$ cat src/rtl/mux4_scan_ctrl.sv
// Scan sequencer for a 4:1 mux stage: steps the selects through channels 0..3,
// samples Y once per channel after a settle time and publishes a 4-bit frame.
module mux4_scan_ctrl #(
  parameter int unsigned SETTLE = 1
) (
  input  logic       CLK,
  input  logic       RST,
  input  logic       START,
  input  logic       CONT,
  input  logic       Y,
  output logic       S0,
  output logic       S1,
  output logic [3:0] Q,
  output logic       VALID,
  output logic       BUSY
);

  localparam int unsigned CNT_W = 8;
  localparam int unsigned CH_W  = 2;
  localparam bit          SKIP_SETTLE = (SETTLE == 0);
  localparam logic [CNT_W-1:0] RELOAD = SKIP_SETTLE ? '0 : CNT_W'(SETTLE - 1);

  typedef enum logic [1:0] {
    ST_IDLE,
    ST_SETTLE,
    ST_SAMPLE
  } state_t;

  // A zero settle time enters each channel directly in its sample cycle.
  localparam state_t ENTRY_STATE = SKIP_SETTLE ? ST_SAMPLE : ST_SETTLE;

  state_t           state, state_d;
  logic [CH_W-1:0]  ch, ch_d;
  logic [CNT_W-1:0] cnt, cnt_d;
  logic [2:0]       shadow, shadow_d;
  logic [3:0]       q_d;
  logic             valid_d;
  logic             busy_d;

  // State and datapath registers.
  always_ff @(posedge CLK) begin
    if (RST) begin
      state  <= ST_IDLE;
      ch     <= '0;
      cnt    <= '0;
      shadow <= '0;
      Q      <= '0;
      VALID  <= 1'b0;
      BUSY   <= 1'b0;
    end else begin
      state  <= state_d;
      ch     <= ch_d;
      cnt    <= cnt_d;
      shadow <= shadow_d;
      Q      <= q_d;
      VALID  <= valid_d;
      BUSY   <= busy_d;
    end
  end

  // Next-state and next-output logic.
  always_comb begin
    state_d  = state;
    ch_d     = ch;
    cnt_d    = cnt;
    shadow_d = shadow;
    q_d      = Q;
    valid_d  = 1'b0;
    busy_d   = BUSY;

    case (state)
      ST_IDLE: begin
        ch_d   = '0;
        busy_d = 1'b0;
        if (START) begin
          state_d = ENTRY_STATE;
          cnt_d   = RELOAD;
          busy_d  = 1'b1;
        end
      end

      ST_SETTLE: begin
        if (cnt == '0) begin
          state_d = ST_SAMPLE;
        end else begin
          cnt_d = cnt - CNT_W'(1);
        end
      end

      ST_SAMPLE: begin
        if (ch != CH_W'(3)) begin
          shadow_d[ch] = Y;
          ch_d         = ch + CH_W'(1);
          state_d      = ENTRY_STATE;
          cnt_d        = RELOAD;
        end else begin
          // Channel 3 goes straight into Q so the whole frame lands in one edge.
          q_d     = {Y, shadow};
          valid_d = 1'b1;
          ch_d    = '0;
          if (CONT) begin
            state_d = ENTRY_STATE;
            cnt_d   = RELOAD;
          end else begin
            state_d = ST_IDLE;
            busy_d  = 1'b0;
          end
        end
      end

      default: begin
        state_d = ST_IDLE;
        ch_d    = '0;
        busy_d  = 1'b0;
      end
    endcase
  end

  assign S0 = ch[1];
  assign S1 = ch[0];

endmodule

$ cat config.mk
export PLATFORM = sky130hd
export DESIGN_NAME = mux4_scan_ctrl
export DESIGN_NICKNAME = d
export VERILOG_FILES = /design/src/rtl/mux4_scan_ctrl.sv
export SDC_FILE = /design/constraint.sdc
export NUM_CORES = 1
export LEC_CHECK = 0
export CAP_MARGIN = 20
export CORE_ASPECT_RATIO = 1.2
export CORE_MARGIN = 5
export CORE_UTILIZATION = 57
export CTS_CLUSTER_SIZE = 8
export DETAILED_ROUTE_END_ITERATION = 12
export GPL_ROUTABILITY_DRIVEN = 0
export GPL_TIMING_DRIVEN = 0
export MAX_ROUTING_LAYER = met4
export PLACE_DENSITY = 0.88
export SYNTH_ARGS = -nofsm -noshare
export SYNTH_HDL_FRONTEND = slang
export SYNTH_SLANG_ARGS = --single-unit
$ cat constraint.sdc
create_clock -name CLK -period 3.7 [get_ports CLK]
set_input_delay 0.37 -clock CLK [delete_from_list [all_inputs] [get_ports CLK]]
set_output_delay 0.37 -clock CLK [all_outputs]
set_load 0.005 [all_outputs]
Word level (Yosys, flattened, before mapping)
Cells that the tools add are included. W data, S select, Z words.

Output and inout bits: 8. Register bits after elaboration: 21.

Eq/ne operators: 9. $add $sub $neg: 2. Multiplexer cells: 20. Reduce and logical (&&, ||, !) cells: 10. Bitwise gates (word level): 3. Order comparisons: 2.

Operators with widths (number): $mux W8 (4); $pmux W8 S3 (1); $ne A2 B2 Y1 const B (6); $logic_not A8 Y1 (1); $sub A8 B1 Y8 const B (1); $mux W1 (7); $mux W2 (3); $pmux W2 S3 (1); $reduce_and A2 Y1 (3); $pmux W2 S2 (1); $reduce_and A4 Y1 (1); $bwmux W3 (1); $lt A2 B3 Y1 const B (1); $ne A3 B3 Y1 const B (1); $not A1 Y1 (3); $pmux W1 S3 (1); $reduce_and A3 Y1 (1); $reduce_bool A3 Y1 (1); $add A2 B1 Y2 const B (1); $demux W1 S2 (1); $eq A2 B1 Y1 const B (1); $eq A2 B2 Y1 const B (1); $ge A2 B1 Y1 const B (1); $logic_not A2 Y1 (1); other kinds (2) (2).

Longest topological paths before layout
Depth after elaboration: 5. Mapped depth: 7. Depth with buffers taken out: 6.

Worst setup path after synthesis
Ideal clock, no wire load.

Path kind: register to register. Start point: register cnt[0]. End point: register cnt[4]. Buffers on the path: 1. Arrival: 1631 ps. Path slack: 1999 ps. Library setup time: 70 ps. Stages on the path, launching flop included: 8. Cells stage by stage: dfxtp_1 > inv_1 > ha_1 > nor3b_1 > and3_1 > buf_2 > or4_1 > a21boi_1.

Word-level cells in the longest chain between the ends: 3.

Ends and longest elaborated chain: from (decl) (line 34) `logic [CNT_W-1:0] cnt, cnt_d;`; from (signal assigned) (line 53) `cnt <= cnt_d;`; $sub A8 B1 Y8 / $logic_not A8 Y1 (equally long branches) (line 86, 83); $mux W8 / $ne A2 B2 Y1 (equally long branches); $pmux W8 S3 / $reduce_and A4 Y1 (equally long branches).

Parallel ways exist; a longest one is shown, timed or not. The select of a mux whose other input is x is not followed. A chain may end at the register's enable or synchronous reset.

Worst setup path in the final report
Same ends and word-level chain as after synthesis.

==> impl_metrics.json <==
{
  "cts_tree": "yes",
  "hold_violations": 0,
  "clkSinkCount": 21,
  "postCtsHoldBufs": 0,
  "clk_path_buf_depth": 2,
  "finalCritPeriodShare": 0.5234,
  "ys_warn_count": 0,
  "leakage_nw": 0.4618,
  "grt_pass1_vias": 858,
  "slew_headroom": 0.6944,
  "synthCells": 123,
  "fillers": 154,
  "first_pass_iters": 1,
  "critPathKind": "reg2reg",
  "crit_required_ns": 3.94,
  "wl_met3_um": 81,
  "die_h_um": 57.57,
  "antenna_cells": 0,
  "synth_edf_count": 0,
  "rows": 17,
  "grt_max_degree": 12,
  "drive_gt1_frac": 0.08696,
  "maxCapViolCount": 0,
  "die_w_um": 49.64,
  "syn_area_mm2": 0.001075,
  "drc": 0,
  "drtIter0Drc": 0,
  "tns_ns": 0,
  "arrival_ns": 2.18,
  "fin_area_mm2": 0.001235,
  "final_cell_mix": "dfxtp_1, nand2_1, a21oi_1, clkdlybuf4s50_1, nand3_1",
  "slew_violations": 0,
  "dr_total_vias": 911,
  "ir_drop_v": 0.0004403,
  "antenna_found_initial": 0,
  "top_layer_used": "met4",
  "syn-num-nets": 134,
  "cts_resized": 0,
  "ys_ff_latch": 21,
  "synthFlopType": "dfxtp_1",
  "portBuffers": 11,
  "hp-class": "in2reg",
  "postCtsSetupBuffers": 0,
  "start_util": 0.5876,
  "synthArstFlopShare": 0,
  "yosysUniqueCellTypes": 34,
  "skew_ns": 0.001878,
  "met1_length_um": 908,
  "rsz0062_at_grt": "no",
  "yosysTopAreaCell": "dfxtp_1",
  "outcome": "complete, no violations",
  "drtAntennaViolNets": 0,
  "core_mm2": 0.001829,
  "critical_path.max_fanout": 9,
  "die_area_mm2": 0.002858,
  "nets": 150,
  "track_usage": 0.1598,
  "cts_buffers": 3,
  "endpoint_kind": "register",
  "cts_root_buffer": "clkbuf_4",
  "power_density_mw_per_mm2": 692.0,
  "start_kind": "register",
  "wl_met2_mm": 1.129,
  "hpwl_mm": 1.657,
  "synth_top_area_frac": 0.3912,
  "worst_pin_slew_ns": 0.4583,
  "clk_latency_ns": 0.30,
  "totalWireLength_mm": 2.181,
  "fin_crit_ns": 1.937,
  "vias_per_cell": 5.803,
  "yosysSeqAreaShare": 0.3912,
  "synth.avg_cell_area_um2": 8.738,
  "synth.top_cells.by_area": "dfxtp_1, ha_1, a21oi_1",
  "final_common_cell": "dfxtp_1",
  "clk_pin_slew_worst_paths_ns": 0.11,
  "pin_count": 13,
  "area_growth_pct": 14.90,
  "h-tree-depth": 1,
  "grt_overflow": 0,
  "clock.fmax_mhz": 516.3,
  "wl_per_cell_um": 13.89,
  "grt_pass1_wl_mm": 3.525,
  "dpl_cell_area_mm2": 0.001209,
  "finalSetupViolCount": 0
}
==> kinds of logic (layout without fill, tap and decap cells) <==
logic type      after synthesis  count (layout)  synth area share
simple gates                 54              54            0.2876
compound gates               28              28            0.1804
flops                        21              21            0.3911
buf+inv                      13              28           0.06170
fa+ha+maj                     6               6           0.06985
mux                           1               1          0.009314
==> state kept, by name, indices dropped and copies added, names as in the netlist <==
name	flops
shadow	3
Q	4
state	2
ch	2
cnt	8
BUSY	1
VALID	1
==> worst paths after layout <==
check        cells past startpoint  slack (ns)             endpoint                start
max                              7        1.76  cnt[4]$_SDFFE_PP0P_  cnt[0]$_SDFFE_PP0P_
min                              2        0.39    Q[1]$_SDFFE_PP0P_                  RST
max reg2reg                      7        1.76  cnt[4]$_SDFFE_PP0P_  cnt[0]$_SDFFE_PP0P_
min reg2reg                      2        0.46    Q[2]$_SDFFE_PP0P_    Q[2]$_SDFFE_PP0P_
==> power breakdown <==
| part | switching [mW] | total, mW | internal [mW] |
|---|---|---|---|
| combinational | 0.234 | 0.435 | 0.200 |
| sequential | 0.0427 | 0.311 | 0.268 |
| clock | 0.0671 | 0.109 | 0.0421 |
| total | 0.344 | 0.855 | 0.510 |
==> through the flow <==
step	setup slack, ns	instances	hold WS [ns]	total power [mW]	util
final	1.763	157	0.3897	0.8546	0.6751
after floorplan	1.999	123	0.4366	0.6419	-
after CTS	1.777	157	0.3940	0.8506	0.6751
after global routing	1.656	157	0.3989	0.9143	0.6751
after global placement	1.847	153	0.4410	0.7113	0.6607
after detailed placement	1.801	153	0.4453	0.7382	0.6607
==> final cells by class <==
| class | count | area (um^2) | area share |
|---|---|---|---|
| Sequential cell | 21 | 420.4 | 0.3404 |
| Tap cell | 19 | 23.77 | 0.01925 |
| Timing Repair Buffer | 11 | 110.1 | 0.08916 |
| Clock buffer | 4 | 26.28 | 0.02128 |
| Inverter | 7 | 26.28 | 0.02128 |
| Buffer | 6 | 40.04 | 0.03242 |
| Multi-Input combinational cell | 89 | 588.1 | 0.4762 |
==> critical path: stages, from the launching register on <==
cell	delay (ns)
dfxtp_1	0.43
inv_1	0.09
ha_1	0.20
nor3b_1	0.16
and3_1	0.19
buf_2	0.16
or4_1	0.48
a21boi_1	0.16
==> synthesized netlist by cell type (2+ instances only) <==
cell,instances
dfxtp_1,21
a31oi_1,3
a21boi_1,3
or3_1,2
nand2_1,13
o21ai_0,2
or4_1,4
and4_1,3
nor3_1,4
nor3b_1,2
ha_1,6
buf_6,2
inv_1,7
nor2_1,8
nand3_1,9
a21oi_1,11
o21a_1,3
buf_2,2
o31ai_1,3
==> per-layer routing <==
metal  vias up  track usage
met1       420       0.1595
met2        15       0.2909
li1        467            -
met4         0      0.07116
met3         9      0.03394
met5         -            -
(Power assumes the default switching activity.)
